[src/rtl/switch_cfg_regs.sv]
// Memory-mapped config block: shadow port addresses, CTRL with COMMIT, saturating ERR_CNT.
// Ack two edges after request capture; master must drop mem_sel_en before the next request.
module switch_cfg_regs #(
    parameter int NUM_PORTS = 4
) (
    input  logic                   clk,
    input  logic                   rst_n,
    input  logic                   mem_sel_en,
    input  logic [7:0]             mem_addr,
    input  logic [7:0]             mem_wr_data,
    input  logic                   mem_wr_rd_s,
    output logic [7:0]             mem_rd_data,
    output logic                   mem_ack,
    output logic [NUM_PORTS*8-1:0] port_addr,
    output logic                   sw_en
);

    typedef enum logic [1:0] {IDLE, ACCESS, ACK, WAIT_REL} state_t;

    localparam logic [7:0] ADDR_CTRL = 8'h10;
    localparam logic [7:0] ADDR_ERR  = 8'h11;

    state_t                    state_q, state_d;
    logic [7:0]                addr_q, addr_d;
    logic [7:0]                wdat_q, wdat_d;
    logic                      wr_q, wr_d;
    logic [7:0]                rd_q, rd_d;
    logic [7:0]                err_q, err_d;
    logic                      sw_en_q, sw_en_d;
    logic [NUM_PORTS-1:0][7:0] shadow_q, shadow_d;
    logic [NUM_PORTS-1:0][7:0] port_q, port_d;
    logic                      hit_shadow;
    logic [7:0]                shadow_rd;

    always_comb begin
        hit_shadow = 1'b0;
        shadow_rd  = 8'h00;
        for (int i = 0; i < NUM_PORTS; i++) begin
            if (addr_q == 8'(i)) begin
                hit_shadow = 1'b1;
                shadow_rd  = shadow_q[i];
            end
        end
    end

    always_comb begin
        state_d  = state_q;
        addr_d   = addr_q;
        wdat_d   = wdat_q;
        wr_d     = wr_q;
        rd_d     = rd_q;
        err_d    = err_q;
        sw_en_d  = sw_en_q;
        shadow_d = shadow_q;
        port_d   = port_q;
        case (state_q)
            IDLE: begin
                if (mem_sel_en) begin
                    state_d = ACCESS;
                    addr_d  = mem_addr;
                    wdat_d  = mem_wr_data;
                    wr_d    = mem_wr_rd_s;
                end
            end
            ACCESS: begin
                // All register side effects land on the edge leaving ACCESS.
                state_d = ACK;
                rd_d    = 8'h00;
                if (hit_shadow) begin
                    if (wr_q) begin
                        for (int i = 0; i < NUM_PORTS; i++) begin
                            if (addr_q == 8'(i)) shadow_d[i] = wdat_q;
                        end
                    end else begin
                        rd_d = shadow_rd;
                    end
                end else if (addr_q == ADDR_CTRL) begin
                    if (wr_q) begin
                        sw_en_d = wdat_q[0];
                        if (wdat_q[1]) port_d = shadow_q;
                    end else begin
                        rd_d = {7'b0, sw_en_q};
                    end
                end else if (addr_q == ADDR_ERR) begin
                    if (wr_q) err_d = 8'h00;
                    else      rd_d  = err_q;
                end else begin
                    if (!wr_q) rd_d = 8'hFF;
                    if (err_q != 8'hFF) err_d = err_q + 8'h01;
                end
            end
            ACK: begin
                state_d = WAIT_REL;
            end
            WAIT_REL: begin
                if (!mem_sel_en) state_d = IDLE;
            end
            default: begin
                state_d = IDLE;
            end
        endcase
    end

    always_ff @(posedge clk) begin
        if (!rst_n) begin
            state_q  <= IDLE;
            addr_q   <= 8'h00;
            wdat_q   <= 8'h00;
            wr_q     <= 1'b0;
            rd_q     <= 8'h00;
            err_q    <= 8'h00;
            sw_en_q  <= 1'b0;
            shadow_q <= '0;
            port_q   <= '0;
        end else begin
            state_q  <= state_d;
            addr_q   <= addr_d;
            wdat_q   <= wdat_d;
            wr_q     <= wr_d;
            rd_q     <= rd_d;
            err_q    <= err_d;
            sw_en_q  <= sw_en_d;
            shadow_q <= shadow_d;
            port_q   <= port_d;
        end
    end

    assign mem_ack     = (state_q == ACK);
    assign mem_rd_data = (state_q == ACK) ? rd_q : 8'h00;
    assign port_addr   = port_q;
    assign sw_en       = sw_en_q;

endmodule
[config.mk]
export PLATFORM = sky130hd
export DESIGN_NAME = switch_cfg_regs
export DESIGN_NICKNAME = d
export VERILOG_FILES = /design/src/rtl/switch_cfg_regs.sv
export SDC_FILE = /design/constraint.sdc
export NUM_CORES = 1
export LEC_CHECK = 0
export ABC_AREA = 1
export CORE_ASPECT_RATIO = 0.75
export CORE_UTILIZATION = 50
export CTS_CLUSTER_DIAMETER = 50
export CTS_CLUSTER_SIZE = 28
export DETAILED_ROUTE_END_ITERATION = 10
export PLACE_DENSITY = 0.76
export SYNTH_ARGS = -nofsm -noshare
export SYNTH_HDL_FRONTEND = slang
export SYNTH_SLANG_ARGS = --single-unit
[constraint.sdc]
create_clock -name clk -period 3 [get_ports clk]
set_clock_uncertainty 0.1 [all_clocks]
set_input_delay 0.3 -clock clk [delete_from_list [all_inputs] [get_ports clk]]
set_output_delay 0.3 -clock clk [all_outputs]
set_load 0.02 [all_outputs]
==> flow_summary.ini, run 1 <==
[status]
status = finished with violations
violations = DRC

[clock_tree]
cts_resized = 0
clkLatencyLatePin_ns = 0.35
post_cts_buffers = 0
clock_sinks = 100
cts_hold_buf = 0
cts_root_buf = clkbuf_16
clockBufferDepth = 2
cts_tree = built
cts_buffers = 9
clkTransAtPathRegs_ns = 0.07
htree_levels = 3

[hold_path]
min_path_type = register to register
hold_end = port_addr[9]$_SDFFE_PN0P_
hp-start = port_addr[9]$_SDFFE_PN0P_
holdPathStages = 2

[timing]
finalCriticalPeriod_ns = 2.44
fin_setup_tns_ns = 0
rsz0062_at_grt = no
worst-slew-pin-transition_ns = 0.787
relSlewSlack = 0.474
slew_viol_final = 0
fmax_mhz = 410
fin_crit_sh = 0.813
hold_viol = 0
setup_viol = 0

[synth]
yosysUniqueCellTypes = 29
ys_seq_elements = 100
synth_top_family_by_area = simple AND/OR/NAND/NOR gates
synth-xor-area-share = 0.00387
synth-compound-area-share = 0.199
postSynthNetCount = 634
synth_area_um2 = 4530
syn_avg_cell_area_um2 = 7.45
yosys.area_share.simple = 0.254
yosys.area_share.adder = 0.0166
muxShareOfSynthArea = 0.00249
yosysSeqAreaShare = 0.442
synth_warnings = 0
syn-instance-count = 608

[route]
maxUsedRoutingLayer = met4
final_antenna_net_count = 0
routed-wl-met2_um = 5110
num_vias = 4263
wl_met3_um = 1060
drtIter0Drc = 440
firstDrtPassIters = 8
wl_met1_um = 5680
drt-total-wl_um = 12000
drc = 5
wl_per_cell_um = 15.6
viasPerCell = 5.56

[placement]
place_congestion = 0.928
placed_cells_incl_taps = 751
io_buffers = 61
dp_hpwl_um = 8310

[pwr]
combPwrFrac = 0.305
clkPwrFrac = 0.283
internal_power_mw = 2.45
p_sw_mw = 1.51
power_density_nw_per_um2 = 730
leakage_nw = 2.06
p_seq_frac = 0.412
p_sw_frac = 0.381
peakVddDrop_mv = 0.379

[worst_setup_path]
r2r_end = shadow_q[24]$_SDFFE_PN0P_
cp-start-kind = register
cp_data_required_time_ns = 2.60
crit_arrival_ns = 2.04
reg2reg_depth = 7
worstSetupPathType = register to output pin
critPathCaptureType = output pin
rr_startpoint = addr_q[6]$_SDFFE_PN0P_
rrSetupSlack_ns = 0.97
crit_fanout = 10

[floorplan]
initial_core_util = 0.524
core-area_um2 = 8640
rows = 29
dieWidth_um = 112
ios = 62
fp.dieH_um = 84.4
dieArea_um2 = 9440

[global_route]
grt.overflow.total = 0
grt_max_degree = 38
antenna_found_initial = 0
grt_pass1_vias = 3792
track_usage = 0.258
grt_pass1_wl_um = 19100

[finish]
drive_above_1_share = 0.0880
num_antenna_cells = 0
nets = 680
area_growth_pct = 19.9
instances_no_fill = 767

[flow_run]
maxCapViolCount = 0
[Yosys cell counts (all sizes together)]
master  instances  share of area
ha              6          0.017
nand3          51          0.057
nor2           85          0.089
nand4           3         0.0041
inv            51          0.042
nor4            1         0.0014
nand2         107          0.097
mux2            1         0.0025
clkbuf         20          0.017
a211oi         25          0.044
xor2            2         0.0039
a21oi          66          0.074
dfxtp         100           0.44
buf            13          0.024
nor3            4         0.0044
o21ai          72          0.080
o21bai          1         0.0017
[per-stage QoR]
| stage | setup WS (ns) | area [um2] | utilization | hold WS, ns | power [mW] |
|---|---|---|---|---|---|
| finish | 0.560 | 5430 | 0.629 | 0.360 | 3.96 |
| global route | 0.424 | 5430 | 0.629 | 0.381 | 4.18 |
| CTS | 0.533 | 5430 | 0.629 | 0.364 | 3.96 |
| detailed placement | 0.919 | 5140 | 0.596 | 0.353 | 2.85 |
| global placement | 0.985 | 5140 | 0.596 | 0.348 | 2.81 |
| floorplan | 1.38 | 4530 | - | 0.339 | 2.52 |
[registers in the layout, summed over array words and instances (netlist names)]
register,flops
state_q,2
wr_q,1
addr_q,8
port_addr,32
sw_en,1
shadow_q,32
wdat_q,8
err_q,8
rd_q,8
[per-layer routing]
| metal | GRT usage | up-vias |
|---|---|---|
| met4 | 0.0688 | 0 |
| met5 | 0 | - |
| met2 | 0.388 | 187 |
| li1 | - | 2121 |
| met1 | 0.371 | 1941 |
| met3 | 0.0599 | 14 |
[area by class of cell]
type	instances	area, um2
tap	108	135
clock buffer	10	229
multi-input combinational	424	2150
clock inverter	6	56.3
fill	785	3210
inverter	51	191
sequential	100	2000
timing repair buffer	68	663
[worst max-delay path, cell delays in order (launching register included)]
cell and delay (ns):
dfxtp_1 0.34, inv_1 0.13, ha_1 0.41, nand2_1 0.14, inv_1 0.07, clkdlybuf4s50_1 0.60
[power by group through the flow]
stage | logic (mW) | clock network (mW) | registers [mW]
final | 1.21 | 1.12 | 1.63
after global routing | 1.33 | 1.19 | 1.66
after CTS | 1.19 | 1.14 | 1.63
after detailed placement | 1.19 | 0 | 1.66
after global placement | 1.16 | 0 | 1.65
after floorplan | 0.901 | 0 | 1.62
[placed cells by master (no fill, tap or decap), types with 3 or more instances in the layout]
cell,instances
dfxtp_1,100
nand3_1,50
o21ai_0,62
o21ai_1,10
nor2_1,74
nor3_1,4
inv_1,42
nand2_2,9
a21oi_1,65
nor2_2,3
buf_4,7
clkdlybuf4s50_1,61
clkbuf_16,9
nor2_4,6
nand2_1,96
nand4_1,3
ha_1,6
a211oi_1,23
inv_2,9
[logic make-up (layout without fill, tap and decap cells)]
family | after synthesis | count (layout)
DFF | 100 | 100
adders and majority gates | 6 | 6
AOI/OAI and AO/OA | 164 | 164
xor gates and xnor gates | 2 | 2
muxes | 1 | 1
and+or+nand+nor | 251 | 251
buffers and inverters | 84 | 135
[worst max path at each step]
stage	startpoint	to	slack (ns)	cells after the start
2_1_floorplan	state_q[1]$_SDFFE_PN0P_	port_addr[15]$_SDFFE_PN0P_	1.38	8
3_3_place_gp	state_q[0]$_SDFFE_PN0P_	mem_rd_data[0]	0.99	5
3_5_place_dp	state_q[0]$_SDFFE_PN0P_	mem_rd_data[0]	0.92	5
4_1_cts	state_q[0]$_SDFFE_PN0P_	mem_rd_data[0]	0.53	5
5_1_grt	state_q[0]$_SDFFE_PN0P_	mem_rd_data[0]	0.42	5
6_report	state_q[0]$_SDFFE_PN0P_	mem_rd_data[0]	0.56	5
No activity file was read; power rests on OpenSTA's default activity.
==> run 2: changes to the inputs <==
==> constraint.sdc (replaced) <==
create_clock -name clk -period 2.36 [get_ports clk]
set_clock_uncertainty 0.1 [all_clocks]
set_input_delay 0.236 -clock clk [delete_from_list [all_inputs] [get_ports clk]]
set_output_delay 0.236 -clock clk [all_outputs]
set_load 0.02 [all_outputs]
==> run 2 against run 1 <==
Compared with the run above: the run still ends with DRC left; non-clock buffer count did not move; global-route usage decreased by 0.20 points; wire length is 1.7% lower; register-to-register slack worse by 0.66 ns.
==> flow_summary.ini, run 2 (synthesized netlist as in run 1, its figures left out) <==
[global_route]
grt_max_degree = 64
track_usage = 0.256
grt_pass1_vias = 3696
grt_pass1_wl_um = 19000
antenna_found_initial = 0
grt.overflow.total = 0

[timing]
layout_setup_ws_ns = 0.0727
slew_viol_final = 0
worst-slew-pin-transition_ns = 0.626
fin_crit_sh = 0.969
finalCriticalPeriod_ns = 2.29
fin_setup_tns_ns = 0
hold_ws_ns = 0.363
fmax_mhz = 437
relSlewSlack = 0.581
rsz0062_at_grt = no
setup_viol = 0
hold_viol = 0

[worst_setup_path]
critPathCaptureType = output pin
crit_arrival_ns = 1.95
critPathSlowestCell = clkdlybuf4s50_1
max_stage_delay_ns = 0.60
critical_path.most_common_cell = inv_1
crit_fanout = 10
path_cells = inv_1, ha_2, nand2_1, inv_1, clkdlybuf4s50_1
worstSetupPathType = register to output pin
cp_data_required_time_ns = 2.02
cp-start-kind = register

[clock_tree]
post_cts_buffers = 0
cts_buffers = 9
clockBufferDepth = 2
clkTransAtPathRegs_ns = 0.07
cts_tree = built
clkLatencyLatePin_ns = 0.35
clock_sinks = 100
htree_levels = 3
cts_hold_buf = 0
cts_root_buf = clkbuf_16

[flow_run]
maxCapViolCount = 0

[placement]
dp_hpwl_um = 8000
io_buffers = 61
place_congestion = 0.948
dp_slack_ns = 0.341

[floorplan]
ios = 62
dieArea_um2 = 9440
core-area_um2 = 8640
dieWidth_um = 112
rows = 29
fp.dieH_um = 84.4
initial_core_util = 0.524

[finish]
fin_util = 0.635
num_antenna_cells = 0
fill_cells = 743
area_growth_pct = 21.1
drive_above_1_share = 0.0910
nets = 680
final_cell_mix = dfxtp_1, nand2_1, nor2_1, a21oi_1, o21ai_0
final_common_cell = dfxtp_1

[hold_path]
min_path_type = register to register

[route]
drtIter0Drc = 431
wl_per_cell_um = 15.4
final_antenna_net_count = 0
num_vias = 4207
viasPerCell = 5.49
firstDrtPassIters = 8
drc = 5
drt-total-wl_um = 11800

[pwr]
power_mw = 5.24
leakage_nw = 2.08
power_density_nw_per_um2 = 956
peakVddDrop_mv = 0.434

[status]
status = finished with violations
violations = DRC
-- run 2: cell types whose count changed in the layout (fill, tap and decap cells not counted), sizes merged --
cell / change
inv: -2
bufinv: +2
clkbuf: -1
clkinv: +1
-- run 2: worst paths after layout --
check | slack, ns | endpoint | from | cells past startpoint
worst max-delay path | 0.07 | mem_rd_data[0] | state_q[0]$_SDFFE_PN0P_ | 5
worst min-delay path | 0.36 | port_addr[18]$_SDFFE_PN0P_ | port_addr[18]$_SDFFE_PN0P_ | 2
worst max register to register | 0.31 | port_addr[1]$_SDFFE_PN0P_ | state_q[1]$_SDFFE_PN0P_ | 7
worst min register to register | 0.36 | port_addr[18]$_SDFFE_PN0P_ | port_addr[18]$_SDFFE_PN0P_ | 2
-- run 2: repair_timing --
action / CTS / global route
setup endpoints to repair: 1 / 0
gates resized for setup: 1 / 0
endpoints found under the hold margin: 0 / 0
-- run 2: area by class of cell --
cell class / count / area [um2] / area share
multi-input cells: 424 / 2150 / 0.393
flip-flops and latches: 100 / 2000 / 0.365
repair buffers: 68 / 676 / 0.123
clock buffers: 9 / 225 / 0.0411
inverters: 51 / 191 / 0.0349
well taps: 108 / 135 / 0.0246
clock inverters: 7 / 98.8 / 0.0180
-- run 2: metal layers --
metal	routed length, um	part of all wire	GRT usage
met1	6000	0.51	0.391
met2	4740	0.40	0.351
met3	896	0.076	0.0578
met4	148	0.013	0.0823
met5	0	0	0
-- run 2: power breakdown --
group,total (mW),switching [mW],internal [mW]
Clock,1.60,0.669,0.935
Sequential,2.08,0.182,1.90
Combinational,1.56,1.07,0.491
Total,5.24,1.92,3.33
-- run 2: worst max-delay path, delay by kind of cell, from the launching register on --
family	cells	cell delay [ns]
buf+inv	3	0.82
fa+ha+maj	1	0.32
flops	1	0.34
simple gates	1	0.13
-- run 2: per-stage QoR --
step                instance area [um2]  std cells
detailed placement                 5160        751
finish                             5480        767
floorplan                          4530        608
global placement                   5160        751
CTS                                5480        767
global route                       5480        767
